File: src/rtl/instr_dcd_pkg.sv
// Shared definitions for the SPI command decoder: state encoding and command byte layout.
package instr_dcd_pkg;

    typedef enum logic [1:0] {
        S_CMD   = 2'd0,
        S_DATA  = 2'd1,
        S_DRAIN = 2'd2
    } state_t;

    localparam int unsigned CMD_RW_BIT    = 7;
    localparam int unsigned CMD_BURST_BIT = 6;
    localparam int unsigned CMD_ADDR_MSB  = 5;

endpackage

File: src/rtl/instr_dcd_addr_ctr.sv
// Loadable wrapping address counter plus burst byte counter with a last-byte flag.
module instr_dcd_addr_ctr #(
    parameter int unsigned ADDR_W    = 6,
    parameter int unsigned MAX_BURST = 16
) (
    input  logic              clk,
    input  logic              rst,
    input  logic              load,
    input  logic [ADDR_W-1:0] load_addr,
    input  logic              addr_inc,
    input  logic              cnt_clr,
    input  logic              cnt_inc,
    output logic [ADDR_W-1:0] cur_addr,
    output logic [ADDR_W-1:0] next_addr,
    output logic              last
);

    localparam int unsigned CNT_W = $clog2(MAX_BURST + 1);

    logic [ADDR_W-1:0] addr_q;
    logic [CNT_W-1:0]  cnt_q;

    // Address register: load from the command byte, otherwise step with natural wrap.
    always_ff @(posedge clk or posedge rst) begin
        if (rst) begin
            addr_q <= '0;
        end else if (load) begin
            addr_q <= load_addr;
        end else if (addr_inc) begin
            addr_q <= next_addr;
        end
    end

    // Data byte counter for the current frame.
    always_ff @(posedge clk or posedge rst) begin
        if (rst) begin
            cnt_q <= '0;
        end else if (cnt_clr) begin
            cnt_q <= '0;
        end else if (cnt_inc) begin
            cnt_q <= cnt_q + CNT_W'(1);
        end
    end

    assign cur_addr  = addr_q;
    assign next_addr = addr_q + ADDR_W'(1);
    // High while the byte being accepted is the final one allowed in the frame.
    assign last      = (cnt_q == CNT_W'(MAX_BURST - 1));

endmodule

File: src/rtl/instr_dcd_burst.sv
// SPI command decoder with auto-increment bursts, bounded burst length and frame abort.
module instr_dcd_burst
    import instr_dcd_pkg::*;
#(
    parameter int unsigned ADDR_W    = 6,
    parameter int unsigned MAX_BURST = 16,
    parameter bit          BURST_EN  = 1'b1
) (
    input  logic              clk,
    input  logic              rst,
    input  logic              byte_sync,
    input  logic [7:0]        data_in,
    input  logic              frame_end,
    output logic [7:0]        data_out,
    output logic              read,
    output logic              write,
    output logic [ADDR_W-1:0] addr,
    input  logic [7:0]        data_read,
    output logic [7:0]        data_write,
    output logic              busy,
    output logic              burst_ovf
);

    state_t            state_q, state_d;
    logic              read_q, read_d;
    logic              write_q, write_d;
    logic [ADDR_W-1:0] addr_q, addr_d;
    logic [7:0]        data_write_q, data_write_d;
    logic [7:0]        data_out_q, data_out_d;
    logic              op_wr_q, op_wr_d;
    logic              burst_q, burst_d;
    logic              ovf_q, ovf_d;

    logic              ctr_load, ctr_addr_inc, ctr_cnt_clr, ctr_cnt_inc;
    logic [ADDR_W-1:0] cur_addr, next_addr;
    logic              last;
    logic [CMD_ADDR_MSB:0] cmd_addr;

    assign cmd_addr = data_in[CMD_ADDR_MSB:0];

    instr_dcd_addr_ctr #(
        .ADDR_W    (ADDR_W),
        .MAX_BURST (MAX_BURST)
    ) u_addr_ctr (
        .clk       (clk),
        .rst       (rst),
        .load      (ctr_load),
        .load_addr (cmd_addr[ADDR_W-1:0]),
        .addr_inc  (ctr_addr_inc),
        .cnt_clr   (ctr_cnt_clr),
        .cnt_inc   (ctr_cnt_inc),
        .cur_addr  (cur_addr),
        .next_addr (next_addr),
        .last      (last)
    );

    // Next-state and strobe decode; frame_end overrides any byte in the same cycle.
    always_comb begin
        state_d      = state_q;
        read_d       = 1'b0;
        write_d      = 1'b0;
        addr_d       = addr_q;
        data_write_d = data_write_q;
        // A read strobe in flight always captures its register data, even across frame_end.
        data_out_d   = read_q ? data_read : data_out_q;
        op_wr_d      = op_wr_q;
        burst_d      = burst_q;
        ovf_d        = ovf_q;
        ctr_load     = 1'b0;
        ctr_addr_inc = 1'b0;
        ctr_cnt_clr  = 1'b0;
        ctr_cnt_inc  = 1'b0;

        if (frame_end) begin
            state_d     = S_CMD;
            ctr_cnt_clr = 1'b1;
        end else if (byte_sync) begin
            unique case (state_q)
                S_CMD: begin
                    op_wr_d     = data_in[CMD_RW_BIT];
                    burst_d     = BURST_EN && data_in[CMD_BURST_BIT];
                    ctr_load    = 1'b1;
                    ctr_cnt_clr = 1'b1;
                    ovf_d       = 1'b0;
                    state_d     = S_DATA;
                    if (data_in[CMD_RW_BIT]) begin
                        data_out_d = 8'h00;
                    end else begin
                        read_d = 1'b1;
                        addr_d = cmd_addr[ADDR_W-1:0];
                    end
                end
                S_DATA: begin
                    ctr_cnt_inc = 1'b1;
                    if (op_wr_q) begin
                        write_d      = 1'b1;
                        addr_d       = cur_addr;
                        data_write_d = data_in;
                        ctr_addr_inc = burst_q;
                    end else if (burst_q && !last) begin
                        // Prefetch the next register so its data is ready for the next byte.
                        read_d       = 1'b1;
                        addr_d       = next_addr;
                        ctr_addr_inc = 1'b1;
                    end
                    if (!burst_q) begin
                        state_d = S_CMD;
                    end else if (last) begin
                        state_d = S_DRAIN;
                    end
                end
                S_DRAIN: begin
                    ovf_d = 1'b1;
                end
                default: begin
                    state_d = S_CMD;
                end
            endcase
        end
    end

    // State, strobe and output registers.
    always_ff @(posedge clk or posedge rst) begin
        if (rst) begin
            state_q      <= S_CMD;
            read_q       <= 1'b0;
            write_q      <= 1'b0;
            addr_q       <= '0;
            data_write_q <= 8'h00;
            data_out_q   <= 8'h00;
            op_wr_q      <= 1'b0;
            burst_q      <= 1'b0;
            ovf_q        <= 1'b0;
        end else begin
            state_q      <= state_d;
            read_q       <= read_d;
            write_q      <= write_d;
            addr_q       <= addr_d;
            data_write_q <= data_write_d;
            data_out_q   <= data_out_d;
            op_wr_q      <= op_wr_d;
            burst_q      <= burst_d;
            ovf_q        <= ovf_d;
        end
    end

    assign read       = read_q;
    assign write      = write_q;
    assign addr       = addr_q;
    assign data_write = data_write_q;
    assign data_out   = data_out_q;
    assign busy       = (state_q != S_CMD);
    assign burst_ovf  = ovf_q;

endmodule

File: config.mk
export PLATFORM = sky130hd
export DESIGN_NAME = instr_dcd_burst
export DESIGN_NICKNAME = d
export VERILOG_FILES = /design/src/rtl/instr_dcd_pkg.sv /design/src/rtl/instr_dcd_addr_ctr.sv /design/src/rtl/instr_dcd_burst.sv
export SDC_FILE = /design/constraint.sdc
export NUM_CORES = 1
export LEC_CHECK = 0
export BUFFER_PORTS_ARGS = -buffer_cell sky130_fd_sc_hd__buf_4
export CORE_MARGIN = 2
export CORE_UTILIZATION = 50
export CTS_BUF_LIST = sky130_fd_sc_hd__clkbuf_2 sky130_fd_sc_hd__clkbuf_4 sky130_fd_sc_hd__clkbuf_8
export CTS_CLUSTER_SIZE = 8
export DETAILED_ROUTE_END_ITERATION = 8
export GPL_ROUTABILITY_DRIVEN = 0
export PLACE_DENSITY = 0.86
export SYNTH_ARGS = -nofsm -noshare
export SYNTH_HDL_FRONTEND = slang
export SYNTH_HIERARCHICAL = 1
export SYNTH_SLANG_ARGS = --single-unit
File: constraint.sdc
create_clock -name clk -period 2.34 [get_ports clk]
set_input_delay 0.468 -clock clk [delete_from_list [all_inputs] [get_ports clk]]
set_output_delay 0.468 -clock clk [all_outputs]
set_load 0.005 [all_outputs]
==> impl_metrics.json, run 1 <==
{
  "coreArea_sq_um": 4000,
  "min_period_ps": 2220,
  "cp_max_fo": 4,
  "routedWlPerCell_microns": 14.8,
  "worst_path_max_delay_cell": "dfrtp_1",
  "yosysSeqAreaShare": 0.484,
  "grt_max_degree": 23,
  "combPwrFrac": 0.256,
  "cp-endpoint": "u_addr_ctr/cur_addr[5]$_DFFE_PP0P_",
  "fin_nets": 249,
  "startpoint_type": "flop",
  "crit_required_ps": 2570,
  "leakagePower_nw": 1.20,
  "synthMuxAreaShare": 0.206,
  "crit_start": "u_addr_ctr/cnt_q[0]$_DFFE_PP0P_",
  "portBuffers": 45,
  "critPathMaxStageDelay_ps": 410,
  "num_vias": 1429,
  "clkTransAtPathRegs_ps": 80,
  "slew_headroom": 0.679,
  "r2r-start": "u_addr_ctr/cnt_q[0]$_DFFE_PP0P_",
  "rrSetupSlack_ps": 120,
  "reg2regPathDepth": 8,
  "pwr-share-clk": 0.295,
  "rsz0062_at_grt": "false",
  "ir_worst_vdd_v": 0.000630,
  "setup_viol": 0,
  "synth-main-ff-cell": "dfrtp_1",
  "status": "finished, final reports clean",
  "htree_levels": 2,
  "worstPathCellList": "ha_1 -> and3_1 -> ha_1 -> a2111oi_4 -> buf_4 -> nand3_2 -> or4_1 -> nand3_1",
  "first_pass_iters": 4,
  "hold_viol_final": 0,
  "vias_per_cell": 5.16,
  "drv_slew": 0,
  "power_density_nw_per_um2": 819,
  "drt_drc_violations_left": 0,
  "yosys.area.top_type": "dfrtp_1",
  "r2r-end": "u_addr_ctr/cur_addr[5]$_DFFE_PP0P_",
  "p_switching_uw": 572,
  "synthesis.area_sq_um": 2070,
  "worst_hold_path_type": "in -> async",
  "sequentialPowerShare": 0.449,
  "fin_cells": 277,
  "synth_top_area_frac": 0.484,
  "synth_edf_count": 0,
  "yosys-top-cells-count": "40 x dfrtp_1, 16 x nor2_1, 13 x mux2_2",
  "clock_latency_ps": 300,
  "antenna_found_initial": 0,
  "synthAdderAreaFrac": 0.0182,
  "synthArstFlopShare": 1.00,
  "cts_sinks": 40,
  "critPathCaptureType": "flop",
  "yosysWarnings": 6,
  "area_delta_synth_final_pct": 25.3,
  "drive_above_1_share": 0.392,
  "syn_nets": 202,
  "synthTopCellsByArea": "dfrtp_1 48%, mux2_2 7.1%, mux2i_1 4.8%",
  "die-height_microns": 68.3,
  "fin_util": 0.647,
  "synth_xor_area_frac": 0.0466,
  "finalCritPeriodShare": 0.948,
  "cts_root_buffer": "clkbuf_8",
  "tns_ps": 0,
  "clock-skew-final_ps": 4.22,
  "ys_seq_elements": 40,
  "synth.most_common_cell": "dfrtp_1",
  "row_count": 23,
  "grt_pass1_wl_mm": 6.66,
  "start_util": 0.517,
  "synth-simple-area-share": 0.139,
  "cts_tree": "done",
  "cts_made_buffers": 5,
  "intPower_mw": 1.55,
  "drtIter0Drc": 100,
  "cp_common_cell": "ha_1",
  "criticalPathCategory": "reg -> reg",
  "io_pins": 46,
  "die_w_microns": 68.3,
  "yosysUniqueCellTypes": 44,
  "wl_mm": 4.11,
  "fmax_ghz": 0.451,
  "worst_slew_pin_slew_ps": 481,
  "synth_top_family_by_area": "multiplexers",
  "grtUsageTotal": 0.199,
  "drv_cap": 0,
  "cp.arrival_ps": 2450,
  "swShare": 0.270,
  "postSynthAreaPerCell_sq_um": 11.5,
  "ant_nets": 0,
  "synthCells": 179,
  "dp_cells": 268,
  "grt_pass1_vias": 1345,
  "grt-ovfl-total": 0,
  "synth_compound_area_frac": 0.0581,
  "cts.path.max_buffers": 2,
  "dp_hpwl_mm": 2.91,
  "dieArea_sq_um": 4660,
  "antenna_cells": 0
}
-- logic make-up after synthesis --
group,after synthesis
XOR/XNOR,11
AND/OR/NAND/NOR,52
adder cells (fa/ha/maj),3
AO/OA/AOI/OAI,17
buffers and inverters,19
flip-flops,40
multiplexers,37
-- power by group through the flow --
stage / clock (mW) / combinational, mW / sequential, mW
6_report: 0.627 / 0.544 / 0.952
5_1_grt: 0.664 / 0.593 / 0.973
4_1_cts: 0.634 / 0.543 / 0.951
3_5_place_dp: 0 / 0.537 / 0.961
3_3_place_gp: 0 / 0.524 / 0.958
2_1_floorplan: 0 / 0.298 / 0.936
-- timing repair --
action,CTS,global route
setup endpoints to repair,0,1
resized for setup,0,2
buffers inserted,0,1
hold buffers,0,0
-- worst max-delay path, delay by kind of cell (launching register included) --
family	cells	cell delay [ps]
adders and majority gates	2	450
and+or+nand+nor	4	750
buffers and inverters	1	180
DFF	1	410
AOI/OAI and AO/OA	1	350
-- per-stage QoR --
step                      worst slack [ps]  hold WS [ps]  power, mW  cell area (sq um)
final                                  123           123       2.12               2590
after global routing                  1.96           152       2.23               2590
after CTS                             56.7           130       2.13               2560
after detailed placement              91.0           457       1.50               2440
after global placement                 135           454       1.48               2440
after floorplan                        196           320       1.23               2070
-- area by class of cell --
type                    instances  area (sq um)
fillers                       315          1410
flip-flops and latches         40          1000
multi-input cells             120           987
clock inverters                 1          30.0
clock buffers                   7          96.3
well taps                      50          62.6
repair buffers                 51           383
inverters                       8          30.0
-- registers in the layout, summed over array words and instances (netlist names) --
| signal | flops |
|---|---|
| data_write | 8 |
| burst_ovf | 1 |
| read | 1 |
| data_out | 8 |
| addr | 6 |
| op_wr_q | 1 |
| state_q | 2 |
| u_addr_ctr/cur_addr | 6 |
| u_addr_ctr/cnt_q | 5 |
| write | 1 |
| burst_q | 1 |
-- worst min-delay path by stage --
stage | startpoint | endpoint
global placement | rst | addr[4]$_DFFE_PP0P_
global route | rst | data_write[4]$_DFFE_PP0P_
CTS | rst | data_write[4]$_DFFE_PP0P_
finish | rst | data_write[4]$_DFFE_PP0P_
floorplan | rst | u_addr_ctr/cnt_q[0]$_DFFE_PP0P_
detailed placement | rst | addr[4]$_DFFE_PP0P_
-- per-layer routing --
metal / wire length [microns] / track usage
met2: 2000 / 0.299
met1: 1850 / 0.272
met4: 59 / 0.0725
met5: 0 / 0
met3: 197 / 0.0625
-- layout by cell type (no fill, tap or decap), drive strengths merged, types with 3 or more instances in the layout --
cell | synthesis | routed
buf | 8 | 51
clkbuf | 3 | 7
dfrtp | 40 | 40
ha | 3 | 3
inv | 8 | 8
mux2 | 27 | 27
mux2i | 10 | 10
nand2 | 12 | 12
nand2b | 4 | 4
nand3 | 5 | 5
nand4 | 3 | 3
nor2 | 17 | 17
o21ai | 7 | 7
xnor2 | 4 | 4
xor2 | 7 | 7
No activity file was read; power rests on OpenSTA's default activity.
==> inputs of run 2 (changes only) <==
Settings changed: SETUP_SLACK_MARGIN set to 0.15.
==> impl_metrics.json, run 2 (synthesized netlist as in run 1, its figures left out) <==
{
  "dp_slack_ps": 91.0,
  "clock-skew-final_ps": 7.83,
  "cp_top_family": "simple AND/OR/NAND/NOR gates",
  "fin_cells": 277,
  "vias_per_cell": 5.14,
  "m1WireLength_mm": 1.87,
  "reg2regPathDepth": 8,
  "cts_made_buffers": 5,
  "met2WireLength_mm": 2.07,
  "fillers": 312,
  "r2r-end": "u_addr_ctr/cur_addr[5]$_DFFE_PP0P_",
  "num_vias": 1424,
  "placed_area_sq_um": 2440,
  "wl_met3_microns": 198,
  "startpoint_type": "flop",
  "rrSetupSlack_ps": 290,
  "portBuffers": 45,
  "ant_nets": 0,
  "drtIter0Drc": 102,
  "cp_max_fo": 3,
  "drive_above_1_share": 0.410,
  "final_common_cell": "buf_4",
  "htree_levels": 2,
  "antenna_cells": 0,
  "hold_viol_final": 0,
  "power_density_nw_per_um2": 818,
  "row_count": 23,
  "worst_hold_path_type": "in -> async",
  "status": "finished, final reports clean",
  "cp.arrival_ps": 2290,
  "cts_root_buffer": "clkbuf_8",
  "crit_required_ps": 2580,
  "clock_latency_ps": 300,
  "finalWorstSetupSlack_ps": 289,
  "fin_util": 0.651,
  "slew_headroom": 0.680,
  "grt_pass1_vias": 1347,
  "clkTransAtPathRegs_ps": 80,
  "worst_path_max_delay_cell": "or4_4",
  "r2r-start": "u_addr_ctr/cnt_q[0]$_DFFE_PP0P_",
  "leakagePower_nw": 1.20,
  "dieArea_sq_um": 4660,
  "topRoutingLayerUsed": "met4",
  "critPathCaptureType": "flop",
  "path_buf_inv": 1,
  "cts_sinks": 40,
  "drv_cap": 0,
  "power_mw": 2.13,
  "fin_nets": 249,
  "finalCritPeriodShare": 0.876,
  "start_util": 0.517,
  "drt_drc_violations_left": 0,
  "first_pass_iters": 4,
  "wl_mm": 4.20,
  "tns_ps": 0,
  "io_pins": 46,
  "grt_pass1_wl_mm": 6.67,
  "criticalPathCategory": "reg -> reg",
  "fmax_ghz": 0.488,
  "drv_slew": 0,
  "grtUsageTotal": 0.200,
  "cts_tree": "done",
  "dp_cells": 268,
  "dp_hpwl_mm": 2.91,
  "min_period_ps": 2050,
  "whs_ps": 123,
  "grt_max_degree": 23,
  "rsz0062_at_grt": "false",
  "grt-ovfl-total": 0,
  "worstPathCellList": "ha_2 -> and3_1 -> ha_2 -> a2111oi_4 -> buf_4 -> nand3_2 -> or4_4 -> nand3_2",
  "area_delta_synth_final_pct": 26.0,
  "die_w_microns": 68.3,
  "routedWlPerCell_microns": 15.2,
  "die-height_microns": 68.3,
  "cts.path.max_buffers": 2,
  "ir_worst_vdd_v": 0.000629,
  "setup_viol": 0,
  "antenna_found_initial": 0,
  "coreArea_sq_um": 4000,
  "final_area_sq_um": 2600,
  "layout_common_cells": "51 x buf_4, 40 x dfrtp_1, 16 x nor2_1",
  "worst_slew_pin_slew_ps": 481,
  "critPathMaxStageDelay_ps": 430
}
run 2: worst max path at each step:
stage	start	end	slack (ps)	depth (start not counted)
floorplan	u_addr_ctr/cnt_q[0]$_DFFE_PP0P_	u_addr_ctr/cur_addr[5]$_DFFE_PP0P_	200	8
global placement	u_addr_ctr/cnt_q[0]$_DFFE_PP0P_	u_addr_ctr/cur_addr[5]$_DFFE_PP0P_	130	8
detailed placement	u_addr_ctr/cnt_q[0]$_DFFE_PP0P_	u_addr_ctr/cur_addr[5]$_DFFE_PP0P_	90	8
CTS	u_addr_ctr/cnt_q[0]$_DFFE_PP0P_	u_addr_ctr/cur_addr[5]$_DFFE_PP0P_	150	8
global route	u_addr_ctr/cnt_q[0]$_DFFE_PP0P_	u_addr_ctr/cur_addr[3]$_DFFE_PP0P_	170	9
finish	u_addr_ctr/cnt_q[0]$_DFFE_PP0P_	u_addr_ctr/cur_addr[5]$_DFFE_PP0P_	290	8
run 2: per-layer routing:
layer | global-route usage | up-vias
met5 | 0 | -
met4 | 0.0725 | 0
met3 | 0.0625 | 7
met2 | 0.299 | 29
met1 | 0.273 | 688
li1 | - | 700
run 2: power breakdown:
part | switching, mW | internal (mW) | leakage (nW)
Clock | 0.254 | 0.377 | 0.0645
Combinational | 0.202 | 0.344 | 0.626
Sequential | 0.123 | 0.830 | 0.511
Total | 0.579 | 1.55 | 1.20
run 2: timing repair:
action | in CTS | in global routing
resized for setup | 1 | 5
pin swaps | 0 | 3
hold buffers | 0 | 0
setup endpoints to repair | 1 | 5
setup buffers | 1 | 0
run 2: layout make-up:
cell class | count | area, sq um | share of cell area
clock inverters | 1 | 30.0 | 0.0115
well taps | 50 | 62.6 | 0.0240
clock buffers | 7 | 96.3 | 0.0370
multi-input cells | 120 | 1000 | 0.384
repair buffers | 51 | 383 | 0.147
inverters | 8 | 30.0 | 0.0115
flip-flops and latches | 40 | 1000 | 0.384
==> inputs of run 3 (changes only) <==
Settings changed: CORE_ASPECT_RATIO set to 1.2.
Clock period 2.34 ns to 2.62 ns, I/O delays scaled along.
==> impl_metrics.json, run 3 (synthesized netlist as in run 1, its figures left out) <==
{
  "coreArea_sq_um": 3940,
  "vias_per_cell": 5.17,
  "io_pins": 46,
  "ant_nets": 0,
  "cts_root_buffer": "clkbuf_8",
  "min_period_ps": 2210,
  "clock_latency_ps": 300,
  "final_area_sq_um": 2550,
  "finalCritPeriodShare": 0.842,
  "ir_worst_vdd_v": 0.000430,
  "cts.path.max_buffers": 2,
  "antenna_cells": 0,
  "num_vias": 1442,
  "drive_above_1_share": 0.387,
  "post-cts-setup-buffers": 0,
  "die_w_microns": 62.7,
  "dp_slack_ps": 291,
  "drv_slew": 0,
  "cp_max_fo": 5,
  "hold_buffers": 0,
  "power_mw": 1.83,
  "fin_util": 0.648,
  "cts_made_buffers": 5,
  "grt-ovfl-total": 0,
  "leakagePower_nw": 1.18,
  "fmax_ghz": 0.454,
  "path_buf_inv": 1,
  "drt_drc_violations_left": 0,
  "htree_levels": 2,
  "dp_hpwl_mm": 3.06,
  "final_common_cell": "buf_4",
  "layout_common_cells": "49 x buf_4, 40 x dfrtp_1, 16 x nor2_1",
  "die-height_microns": 74.4,
  "first_pass_iters": 4,
  "cts_tree": "done",
  "area_delta_synth_final_pct": 23.5,
  "slew_headroom": 0.613,
  "routedWlPerCell_microns": 14.7,
  "critPathCaptureType": "flop",
  "wl_mm": 4.11,
  "dieArea_sq_um": 4670,
  "cts_resized": 0,
  "seqCellArea_sq_um": 1000,
  "dp_cells": 271,
  "antenna_found_initial": 0,
  "status": "finished, final reports clean",
  "fillers": 328,
  "grt_pass1_vias": 1443,
  "cp_common_cell": "ha_1",
  "start_util": 0.524,
  "hold_viol_final": 0,
  "multi_input_area_sq_um": 975,
  "worst_hold_path_type": "in -> async",
  "grt_pass1_wl_mm": 6.62,
  "criticalPathCategory": "reg -> reg",
  "tns_ps": 0,
  "critPathMaxStageDelay_ps": 470,
  "worst_slew_pin_slew_ps": 580,
  "crit_required_ps": 2840,
  "fin_cells": 279,
  "power_density_nw_per_um2": 715,
  "portBuffers": 45,
  "worstPathCellList": "ha_1 -> and3_1 -> ha_1 -> a2111oi_2 -> buf_4 -> nand4_1 -> xor2_1 -> o21ai_1",
  "cp_top_family": "compound AO/OA/AOI/OAI gates",
  "grtUsageTotal": 0.185,
  "rsz0062_at_grt": "false",
  "startpoint_type": "flop",
  "cts_sinks": 40,
  "finalWorstSetupSlack_ps": 415,
  "clock-skew-final_ps": 12.8,
  "setup_viol": 0,
  "clkTransAtPathRegs_ps": 90,
  "drv_cap": 0,
  "whs_ps": 215,
  "grt_max_degree": 30,
  "drtIter0Drc": 74,
  "placed_area_sq_um": 2440,
  "row_count": 25,
  "fin_nets": 247,
  "worst_path_max_delay_cell": "a2111oi_2",
  "cp.arrival_ps": 2420
}
run 3: cell count changes in the layout (fill, tap and decap cells not counted), sizes merged:
cell / previous run / this run
clkinvlp: 0 / 1
clkinv: 0 / 1
clkbuf: 7 / 5
buf: 51 / 49
run 3: path summary, 6_finish.rpt:
check	to	slack, ps	cells after the start	start
min reg2reg	data_write[6]$_DFFE_PP0P_	490	1	data_write[6]$_DFFE_PP0P_
max in group asynchronous	data_write[4]$_DFFE_PP0P_	2040	3	rst
min in group clk	state_q[1]$_DFFE_PP0P_	410	2	frame_end
max	u_addr_ctr/cur_addr[4]$_DFFE_PP0P_	410	8	u_addr_ctr/cnt_q[0]$_DFFE_PP0P_
max reg2reg	u_addr_ctr/cur_addr[4]$_DFFE_PP0P_	410	8	u_addr_ctr/cnt_q[0]$_DFFE_PP0P_
min	u_addr_ctr/cur_addr[5]$_DFFE_PP0P_	210	2	rst
run 3: area by class of cell:
type	count	area share
Tap cell	54	0.0265
Clock buffer	5	0.0270
Timing Repair Buffer	49	0.144
Clock inverter	3	0.0167
Inverter	8	0.0118
Sequential cell	40	0.392
Multi-Input combinational cell	120	0.382
run 3: metal layers:
layer | GRT usage | routed length (microns) | vias to the layer above
met3 | 0.0333 | 184 | 5
met2 | 0.339 | 2220 | 34
met1 | 0.212 | 1650 | 704
li1 | - | - | 699
met5 | 0 | 0 | -
met4 | 0.0914 | 54 | 0
run 3: power breakdown:
part / switching [mW] / internal (mW)
clock network: 0.219 / 0.282
registers: 0.109 / 0.741
logic: 0.171 / 0.304
total: 0.499 / 1.33
